===== config.mk =====
export PLATFORM = sky130hd
export DESIGN_NAME = rope_collision_manager
export DESIGN_NICKNAME = d
export VERILOG_FILES = /design/src/rtl/rope_collision_manager.sv
export SDC_FILE = /design/constraint.sdc
export NUM_CORES = 1
export LEC_CHECK = 0
export CAP_MARGIN = 20
export CORE_ASPECT_RATIO = 0.75
export CORE_UTILIZATION = 29
export DETAILED_ROUTE_END_ITERATION = 12
export PLACE_DENSITY = 0.49
export SETUP_SLACK_MARGIN = 0.1
export SYNTH_ARGS = -nofsm -noshare
export SYNTH_HDL_FRONTEND = slang
export SYNTH_SLANG_ARGS = --single-unit
export TNS_END_PERCENT = 50

===== constraint.sdc =====
create_clock -name clk -period 1.9 [get_ports clk]
set_input_delay 0.475 -clock clk [delete_from_list [all_inputs] [get_ports clk]]
set_output_delay 0.475 -clock clk [all_outputs]
set_load 0.01 [all_outputs]

===== src/rtl/rope_collision_manager.sv =====
`default_nettype none
// ============================================================================
//  Module   : rope_collision_manager
//  Purpose  : Per-frame collision collector for the rope display stage.
//             It accumulates rope/border and rope/monkey overlaps over a
//             frame. At each startOfFrame it issues one-cycle dirToggle
//             pulses and frame-held monkeyCollision levels. A per-rope
//             cooldown stops repeated toggles while a rope is still in a wall.
//  Revision : 1.0 - initial release
// ============================================================================
module rope_collision_manager #(
  parameter int ROPES           = 6,
  parameter int COOLDOWN_FRAMES = 8,
  parameter int CNT_W           = 4
) (
  input  logic             clk,
  input  logic             reset,
  input  logic             startOfFrame,
  input  logic [ROPES-1:0] ropeDR,
  input  logic             borderDR,
  input  logic             monkeyDR,
  output logic [ROPES-1:0] dirToggle,
  output logic [ROPES-1:0] monkeyCollision,
  output logic             anyMonkeyHit
);

  localparam logic [0:0]       ST_READY    = 1'b0;
  localparam logic [0:0]       ST_COOLDOWN = 1'b1;
  localparam logic [CNT_W-1:0] C_COOL_LOAD = CNT_W'(COOLDOWN_FRAMES);
  localparam logic [CNT_W-1:0] C_CNT_ONE   = CNT_W'(1);

  // Overlap terms for the current pixel
  logic [ROPES-1:0] w_borderTerm;
  logic [ROPES-1:0] w_monkeyTerm;
  assign w_borderTerm = ropeDR & {ROPES{borderDR}};
  assign w_monkeyTerm = ropeDR & {ROPES{monkeyDR}};

  logic [ROPES-1:0] borderHit_q;
  logic [ROPES-1:0] monkeyHit_q;
  logic [ROPES-1:0] w_toggle;

  logic [ROPES-1:0] dirToggle_q;
  logic [ROPES-1:0] monkeyCollision_q;
  logic             anyMonkeyHit_q;

  // Hit latches: accumulate within a frame; the frame-boundary pixel starts the new frame
  always_ff @(posedge clk) begin
    if (reset) begin
      borderHit_q <= '0;
      monkeyHit_q <= '0;
    end else if (startOfFrame) begin
      borderHit_q <= w_borderTerm;
      monkeyHit_q <= w_monkeyTerm;
    end else begin
      borderHit_q <= borderHit_q | w_borderTerm;
      monkeyHit_q <= monkeyHit_q | w_monkeyTerm;
    end
  end

  // Per-rope toggle/cooldown state machines
  generate
    for (genvar g = 0; g < ROPES; g++) begin : g_rope
      logic [0:0]       state_q, state_d;
      logic [CNT_W-1:0] cnt_q, cnt_d;
      logic             toggle_d;

      // Next-state decision, evaluated only at frame boundaries
      always_comb begin
        state_d  = state_q;
        cnt_d    = cnt_q;
        toggle_d = 1'b0;
        if (startOfFrame) begin
          if (state_q == ST_READY) begin
            if (borderHit_q[g]) begin
              toggle_d = 1'b1;
              if (COOLDOWN_FRAMES != 0) begin
                state_d = ST_COOLDOWN;
                cnt_d   = C_COOL_LOAD;
              end
            end
          end else begin
            // Border hits are ignored; counting down to 0 releases the rope,
            // and the counter never wraps below 0
            if (cnt_q <= C_CNT_ONE) begin
              cnt_d   = '0;
              state_d = ST_READY;
            end else begin
              cnt_d = cnt_q - C_CNT_ONE;
            end
          end
        end
      end

      // State and counter registers
      always_ff @(posedge clk) begin
        if (reset) begin
          state_q <= ST_READY;
          cnt_q   <= '0;
        end else begin
          state_q <= state_d;
          cnt_q   <= cnt_d;
        end
      end

      assign w_toggle[g] = toggle_d;
    end
  endgenerate

  // Registered outputs: toggles last one cycle, monkey levels hold for a frame
  always_ff @(posedge clk) begin
    if (reset) begin
      dirToggle_q       <= '0;
      monkeyCollision_q <= '0;
      anyMonkeyHit_q    <= 1'b0;
    end else begin
      dirToggle_q <= w_toggle;
      if (startOfFrame) begin
        monkeyCollision_q <= monkeyHit_q;
        anyMonkeyHit_q    <= |monkeyHit_q;
      end
    end
  end

  assign dirToggle       = dirToggle_q;
  assign monkeyCollision = monkeyCollision_q;
  assign anyMonkeyHit    = anyMonkeyHit_q;

endmodule
`default_nettype wire

==> results.cfg, run 1 <==
[detailed_routing]
vias = 2128
first_pass_iters = 4
ant_nets = 0
drt_iter0_drc = 61
vias_per_cell = 5.14
wire_per_inst_um = 13.8
routed_wirelength_um = 5710
drc = 0

[sta]
slew-limit-headroom_pct = 76.6
rsz0062_at_grt = false
period_minus_slack_ns = 1.67
tns_ns = 0
clock_skew_ns = 0.00514
tightest_slew_ns = 0.350
finalSetupViolCount = 0
fmax_mhz = 599
finalMaxSlewViolations = 0
final_hold_viol_count = 0
setup_slack_ns = 0.231
min_period_over_period_pct = 87.8

[critical_path]
path_delay_family = buffers and inverters
startpoint = monkeyCollision[4]$_SDFFE_PP0P_
slowest_delay_ns = 0.55
r2r_slack_ns = 0.47
start_kind = flop
r2r_end = g_rope[5].cnt_q[2]$_SDFFE_PP0P_
cp_num_buf_inv = 1
r2r-start = g_rope[5].cnt_q[0]$_SDFFE_PP0P_
r2r_cells = 5
crit_type = flop to output port
crit_chain = clkdlybuf4s50_1
worstPathMaxFanout = 2
slowest_stage = clkdlybuf4s50_1
crit_required_ns = 1.42
cp.depth = 1
end_kind = output port
crit_end = monkeyCollision[4]
cp.arrival_ns = 1.19

[die]
die_w_um = 113
die_y_um = 85
rows = 29
start_util_pct = 30.7
pin_count = 24
core_mm2 = 0.00867
dieArea_mm2 = 0.00958

[clocking]
cts-root-buf = clkbuf_16
numCtsBuffers = 5
post-cts-setup-buffers = 0
cts_resized = 0
h-tree-depth = 2
path_clk_slew_ns = 0.07
cts_tree = built
insertion_delay_ns = 0.29
cts_hold_buf = 0
cts_sinks = 55
clk_path_buf_depth = 2

[cells_and_area]
utilization_pct = 35.9
drive_gt1_share_pct = 8.50
fin_nets = 328
num_antenna_cells = 0
area_growth_pct = 17.0

[global_routing]
overflow = 0
grt_busiest_layer = met1
met1_usage_pct = 19.6
grt_max_degree = 37
antenna_found_initial = 0
grtUsageTotal_pct = 12.4
grt_pass1_wl_um = 9600
grt_util_met3_pct = 2.93
grtUsageMet2_pct = 16.5
grt_pass1_vias = 1911

[pwr]
powerDensity_mw_per_mm2 = 767
vdd_ir_drop_max_uv = 453
power.leakage_nw = 1.05
total_power_mw = 2.39

[yosys]
syn_area_mm2 = 0.00266
yosysSeqAreaShare_pct = 41.3
synthesis.nets = 305
yosysWarnings = 0
ys_ff_latch = 55
ys_types = 28
netlist_instances = 282
syn-mean-instance-area_um2 = 9.45

[placement]
routabilityCongestion = 0.780
pre_cts_slack_ns = 0.282
io_buffer_count = 23
hpwlAfterDp_um = 4000

[worst_hold_path]
hold-path-cell-count = 2
hold_path_class = flop to flop

[run_status]
outcome = completed

[run]
max_cap_violations = 0
flip-flops by register name, indices dropped and copies added (netlist names):
register,flops
anyMonkeyHit,1
borderHit_q,6
dirToggle,6
g_rope.cnt_q,24
g_rope.state_q,6
monkeyCollision,6
monkeyHit_q,6
routing by layer:
metal | part of all wire, % | up-vias
li1 | - | 1091
met1 | 56 | 986
met2 | 39 | 49
met3 | 4.4 | 2
met4 | 0.58 | 0
met5 | 0 | -
kinds of logic after synthesis:
family	Yosys count	share of synthesized area (%)
AO/OA/AOI/OAI	67	20.6
XOR/XNOR	6	1.97
adder cells (fa/ha/maj)	12	5.64
buffers and inverters	30	6.29
flip-flops	55	41.3
multiplexers	6	2.25
AND/OR/NAND/NOR	106	21.9
cell type report:
| type | instances | area, um2 |
|---|---|---|
| Clock buffer | 5 | 125 |
| Clock inverter | 3 | 20.0 |
| Fill cell | 858 | 5560 |
| Inverter | 19 | 71.3 |
| Multi-Input combinational cell | 197 | 1400 |
| Sequential cell | 55 | 1100 |
| Tap cell | 108 | 135 |
| Timing Repair Buffer | 27 | 268 |
worst min-delay path by stage:
stage | startpoint | endpoint | slack, ns
final | g_rope[4].cnt_q[1]$_SDFFE_PP0P_ | g_rope[4].cnt_q[1]$_SDFFE_PP0P_ | 0.48
after global routing | g_rope[3].cnt_q[1]$_SDFFE_PP0P_ | g_rope[3].cnt_q[1]$_SDFFE_PP0P_ | 0.49
after CTS | g_rope[2].cnt_q[1]$_SDFFE_PP0P_ | g_rope[2].cnt_q[1]$_SDFFE_PP0P_ | 0.48
after detailed placement | g_rope[2].cnt_q[1]$_SDFFE_PP0P_ | g_rope[2].cnt_q[1]$_SDFFE_PP0P_ | 0.47
after global placement | g_rope[2].cnt_q[1]$_SDFFE_PP0P_ | g_rope[2].cnt_q[1]$_SDFFE_PP0P_ | 0.46
after floorplan | g_rope[0].cnt_q[1]$_SDFFE_PP0P_ | g_rope[0].cnt_q[1]$_SDFFE_PP0P_ | 0.45
Yosys cell counts (all sizes together):
cell type | number | area [um2]
a211oi | 6 | 45.0
o41ai | 6 | 52.6
inv | 19 | 71.3
o211ai | 6 | 128
o21ai | 6 | 30.0
a21oi | 18 | 90.1
nand3b | 6 | 45.0
nand2b | 1 | 6.26
a22oi | 12 | 90.1
dfxtp | 55 | 1100
nor2 | 26 | 97.6
nand2 | 18 | 67.6
clkbuf | 3 | 11.3
a311oi | 1 | 8.76
ha | 12 | 150
nor4 | 13 | 81.3
mux2i | 6 | 60.1
buf | 8 | 85.1
xor2 | 6 | 52.6
and3b | 6 | 52.6
and2 | 6 | 52.6
nor3b | 12 | 90.1
nor3 | 18 | 90.1
o311ai | 12 | 105
cells in the final DEF, fill, tap and decap left out:
cell	count
buf_12	1
nor4_1	13
nand3b_1	6
o211ai_4	6
nor2_1	26
o311ai_1	12
and3b_1	6
clkinv_2	1
a211oi_1	6
clkbuf_16	5
o21ai_0	6
a21oi_1	18
ha_1	12
dfxtp_1	55
o41ai_1	6
nor3b_1	12
and2_4	6
buf_4	3
clkinvlp_4	2
xor2_1	6
nand2b_1	1
clkdlybuf4s50_1	22
inv_1	18
nor3_1	18
a311oi_1	1
inv_2	1
a22oi_1	12
nand2_1	18
buf_2	1
mux2i_1	6
metrics by stage:
step	cell area, um2	std cells	hold slack, ns
finish	3120	414	0.478
global route	3120	414	0.495
CTS	3120	414	0.478
detailed placement	2970	406	0.468
global placement	2970	406	0.464
floorplan	2660	282	0.445
where the power goes:
part           leakage (nW)  switching [mW]  total [mW]  internal, mW
Combinational         0.532           0.112       0.221         0.110
Clock                0.0658           0.423       0.910         0.487
Sequential            0.448          0.0627        1.26          1.20
Power figures use the tool's default switching activity.
==> run 2: changes to the inputs <==
CORE_UTILIZATION = 55   (was 29)
PLACE_DENSITY = 0.8   (was 0.49)
==> results.cfg, run 2 (same netlist as run 1, synthesis figures left out) <==
[critical_path]
slowest_delay_ns = 0.54
path_delay_family = buffers and inverters
slowest_stage = clkdlybuf4s50_1
worstPathMaxFanout = 2
crit_type = flop to output port
cp.arrival_ns = 1.21
cp_num_buf_inv = 1
end_kind = output port
crit_chain = clkdlybuf4s50_1
crit_required_ns = 1.42
start_kind = flop

[global_routing]
grt_pass1_vias = 2009
grt_max_degree = 38
grt_util_met3_pct = 4.85
antenna_found_initial = 0
met1_usage_pct = 34.1
grtUsageMet2_pct = 34.9
grt_busiest_layer = met2
overflow = 0
grtUsageTotal_pct = 23.5
grt_pass1_wl_um = 9440

[sta]
clock_skew_ns = 0.00315
slew-limit-headroom_pct = 73.5
tns_ns = 0
finalSetupViolCount = 0
rsz0062_at_grt = false
fmax_mhz = 595
period_minus_slack_ns = 1.68
min_period_over_period_pct = 88.5
tightest_slew_ns = 0.393
final_hold_viol_count = 0
finalMaxSlewViolations = 0
setup_slack_ns = 0.219
hold_slack_ns = 0.477

[pwr]
p_seq_share_pct = 56.8
pwr-share-clk_pct = 33.2
internal_power_mw = 1.69
powerDensity_mw_per_mm2 = 736
power.leakage_nw = 1.04
vdd_ir_drop_max_uv = 542
switching_share_pct = 23.7
switchingPower_mw = 0.527
combPwrFrac_pct = 10.0

[cells_and_area]
num_antenna_cells = 0
drive_gt1_share_pct = 8.17
final_common_cell = dfxtp_1
layout_common_cells = 55 x dfxtp_1, 26 x nor2_1, 22 x clkdlybuf4s50_1
largest_register_ffs = 24
largest-register = g_rope.cnt_q
area_growth_pct = 13.2
fin_nets = 329
utilization_pct = 66.4

[detailed_routing]
wire_per_inst_um = 15.1
first_pass_iters = 4
drt_iter0_drc = 157
routed_wirelength_um = 5470
vias_per_cell = 6.03
ant_nets = 0
vias = 2189
drc = 0

[die]
die_y_um = 62.3
start_util_pct = 58.6
core_mm2 = 0.00455
dieArea_mm2 = 0.00513
pin_count = 24
rows = 21
die_w_um = 82.4

[clocking]
cts_tree = built
cts-root-buf = clkbuf_8
insertion_delay_ns = 0.30
path_clk_slew_ns = 0.09
cts_resized = 0
cts_hold_buf = 0
post-cts-setup-buffers = 0
cts_sinks = 55
h-tree-depth = 2
clk_path_buf_depth = 2
numCtsBuffers = 5

[placement]
hpwlAfterDp_um = 3820
pre_cts_slack_ns = 0.364
routabilityCongestion = 0.770
io_buffer_count = 23

[run]
max_cap_violations = 0

[worst_hold_path]
hold_path_class = flop to flop

[run_status]
outcome = completed
run 2: changes by cell type in the layout (fill, tap and decap cells not counted):
cell,before,now
clkbuf_1,0,1
clkbuf_16,5,0
bufinv_16,0,1
clkbuf_8,0,5
buf_4,3,4
clkinv_2,1,0
clkinvlp_4,2,0
run 2: power groups by stage:
stage	Sequential, mW	Combinational [mW]	Clock, mW
after global routing	1.27	0.244	0.807
after CTS	1.26	0.222	0.752
final	1.26	0.222	0.738
after global placement	1.28	0.216	0
after detailed placement	1.29	0.221	0
after floorplan	1.27	0.155	0
run 2: layer usage:
metal,part of all wire [%],routed length (um)
met1,50,2730
met3,4.3,235
met4,1.1,59
met5,0,0
met2,45,2440
run 2: worst reg2reg max path, stage by stage (launching register included):
cell,delay [ns]
dfxtp_1,0.40
inv_1,0.09
ha_1,0.26
nor2_1,0.27
nor4_1,0.10
nor4_1,0.26
run 2: cell type report:
class	count	area [um2]
Fill cell	403	1530
Tap cell	57	71.3
Inverter	19	71.3
Multi-Input combinational cell	197	1400
Clock buffer	6	72.6
Clock inverter	1	30.0
Sequential cell	55	1100
Timing Repair Buffer	28	275
run 2: worst paths after layout:
path,from,slack (ns),end,cells past startpoint
worst max-delay path,monkeyCollision[3]$_SDFFE_PP0P_,0.22,monkeyCollision[3],1
worst max register to register,g_rope[4].cnt_q[0]$_SDFFE_PP0P_,0.44,g_rope[4].cnt_q[2]$_SDFFE_PP0P_,5
worst min register to register,g_rope[5].cnt_q[1]$_SDFFE_PP0P_,0.48,g_rope[5].cnt_q[1]$_SDFFE_PP0P_,2
worst min-delay path,g_rope[5].cnt_q[1]$_SDFFE_PP0P_,0.48,g_rope[5].cnt_q[1]$_SDFFE_PP0P_,2
run 2: through the flow:
step | total power, mW | cell area [um2] | instances
4_1_cts | 2.23 | 3020 | 363
5_1_grt | 2.32 | 3020 | 363
6_report | 2.22 | 3020 | 363
3_5_place_dp | 1.51 | 2910 | 356
2_1_floorplan | 1.43 | 2660 | 282
3_3_place_gp | 1.50 | 2910 | 356
==> run 3: changes to the inputs <==
GPL_TIMING_DRIVEN = 0   (was not set)
==> results.cfg, run 3 (same netlist as run 1, synthesis figures left out) <==
[clocking]
insertion_delay_ns = 0.31
h-tree-depth = 2
cts_sinks = 55
path_clk_slew_ns = 0.10
cts_hold_buf = 0
cts_tree = built
numCtsBuffers = 5
cts_resized = 0
cts-root-buf = clkbuf_8
clk_path_buf_depth = 2
post-cts-setup-buffers = 0

[critical_path]
startpoint = monkeyCollision[4]$_SDFFE_PP0P_
crit_chain = clkdlybuf4s50_1
cp_num_buf_inv = 1
end_kind = output port
path_delay_family = buffers and inverters
r2r-start = g_rope[5].cnt_q[0]$_SDFFE_PP0P_
crit_required_ns = 1.42
cp.arrival_ns = 1.23
worstPathMaxFanout = 2
start_kind = flop
slowest_delay_ns = 0.55
crit_type = flop to output port
slowest_stage = clkdlybuf4s50_1

[sta]
clock_skew_ns = 0.00601
finalMaxSlewViolations = 0
finalSetupViolCount = 0
tns_ns = 0
hold_slack_ns = 0.479
slew-limit-headroom_pct = 60.0
rsz0062_at_grt = false
min_period_over_period_pct = 89.9
final_hold_viol_count = 0
fmax_mhz = 585
tightest_slew_ns = 0.600
period_minus_slack_ns = 1.71

[cells_and_area]
layout_common_cells = 55 x dfxtp_1, 26 x nor2_1, 22 x clkdlybuf4s50_1
multi_input_area_mm2 = 0.00140
utilization_pct = 66.8
largest_register_ffs = 24
n_fill_cell = 375
fin_nets = 334
largest-register = g_rope.cnt_q
num_antenna_cells = 0
area_growth_pct = 14.0
final_common_cell = dfxtp_1
final_area_mm2 = 0.00304
drive_gt1_share_pct = 9.00
regArea_mm2 = 0.00110

[detailed_routing]
vias_per_cell = 6.14
routed_wirelength_um = 6080
first_pass_iters = 4
ant_nets = 0
vias = 2261
wire_per_inst_um = 16.5
drt_iter0_drc = 204
drc = 0

[global_routing]
grt_pass1_vias = 2112
grt_pass1_wl_um = 10400
grt_max_degree = 17
overflow = 0
antenna_found_initial = 0
grtUsageTotal_pct = 26.7

[placement]
routabilityCongestion = 0.833
post_dp_cell_area_mm2 = 0.00296
hpwlAfterDp_um = 4220
io_buffer_count = 22

[die]
core_mm2 = 0.00455
start_util_pct = 58.6
pin_count = 24
dieArea_mm2 = 0.00513
die_w_um = 82.4
rows = 21
die_y_um = 62.3

[run_status]
outcome = completed

[worst_hold_path]
worstHoldStart = g_rope[3].cnt_q[1]$_SDFFE_PP0P_
hold_path_class = flop to flop

[pwr]
power.leakage_nw = 1.05
powerDensity_mw_per_mm2 = 706
vdd_ir_drop_max_uv = 447
total_power_mw = 2.15

[run]
max_cap_violations = 0
run 3: cell types whose count changed in the layout (fill, tap and decap cells not counted), sizes merged:
cell,before,now
buf,6,8
clkbuf,6,8
clkinv,0,2
bufinv,1,0
run 3: area by class of cell:
class                   count  share of cell area (%)
repair buffers             22                    7.25
flip-flops and latches     55                    36.2
multi-input cells         197                    45.9
plain buffers              11                    3.17
clock inverters             2                   0.453
inverters                  19                    2.35
clock buffers               5                    2.27
well taps                  57                    2.35
run 3: path summary, 6_finish.rpt:
check	end	cells after the start	slack (ns)
setup reg to reg	g_rope[5].cnt_q[2]$_SDFFE_PP0P_	5	0.45
hold reg to reg	g_rope[3].cnt_q[1]$_SDFFE_PP0P_	2	0.48
hold / removal	g_rope[3].cnt_q[1]$_SDFFE_PP0P_	2	0.48
setup / recovery	monkeyCollision[4]	1	0.19
run 3: per-stage QoR:
stage               worst slack, ns  cells
floorplan                     0.665    282
global placement              0.164    361
detailed placement            0.105    361
CTS                           0.199    368
global route                  0.153    368
finish                        0.191    368
run 3: power by group:
part,switching (mW),internal [mW],total (mW)
sequential,0.0626,1.20,1.26
combinational,0.126,0.118,0.244
clock,0.390,0.254,0.643
total,0.578,1.57,2.15
run 3: layer usage:
metal	share of wire (%)	global-route usage, %	vias up
li1	-	-	1098
met1	49	39.5	1080
met2	44	38.7	72
met3	5.2	5.29	11
met4	1.8	8.11	0
met5	0	0	-
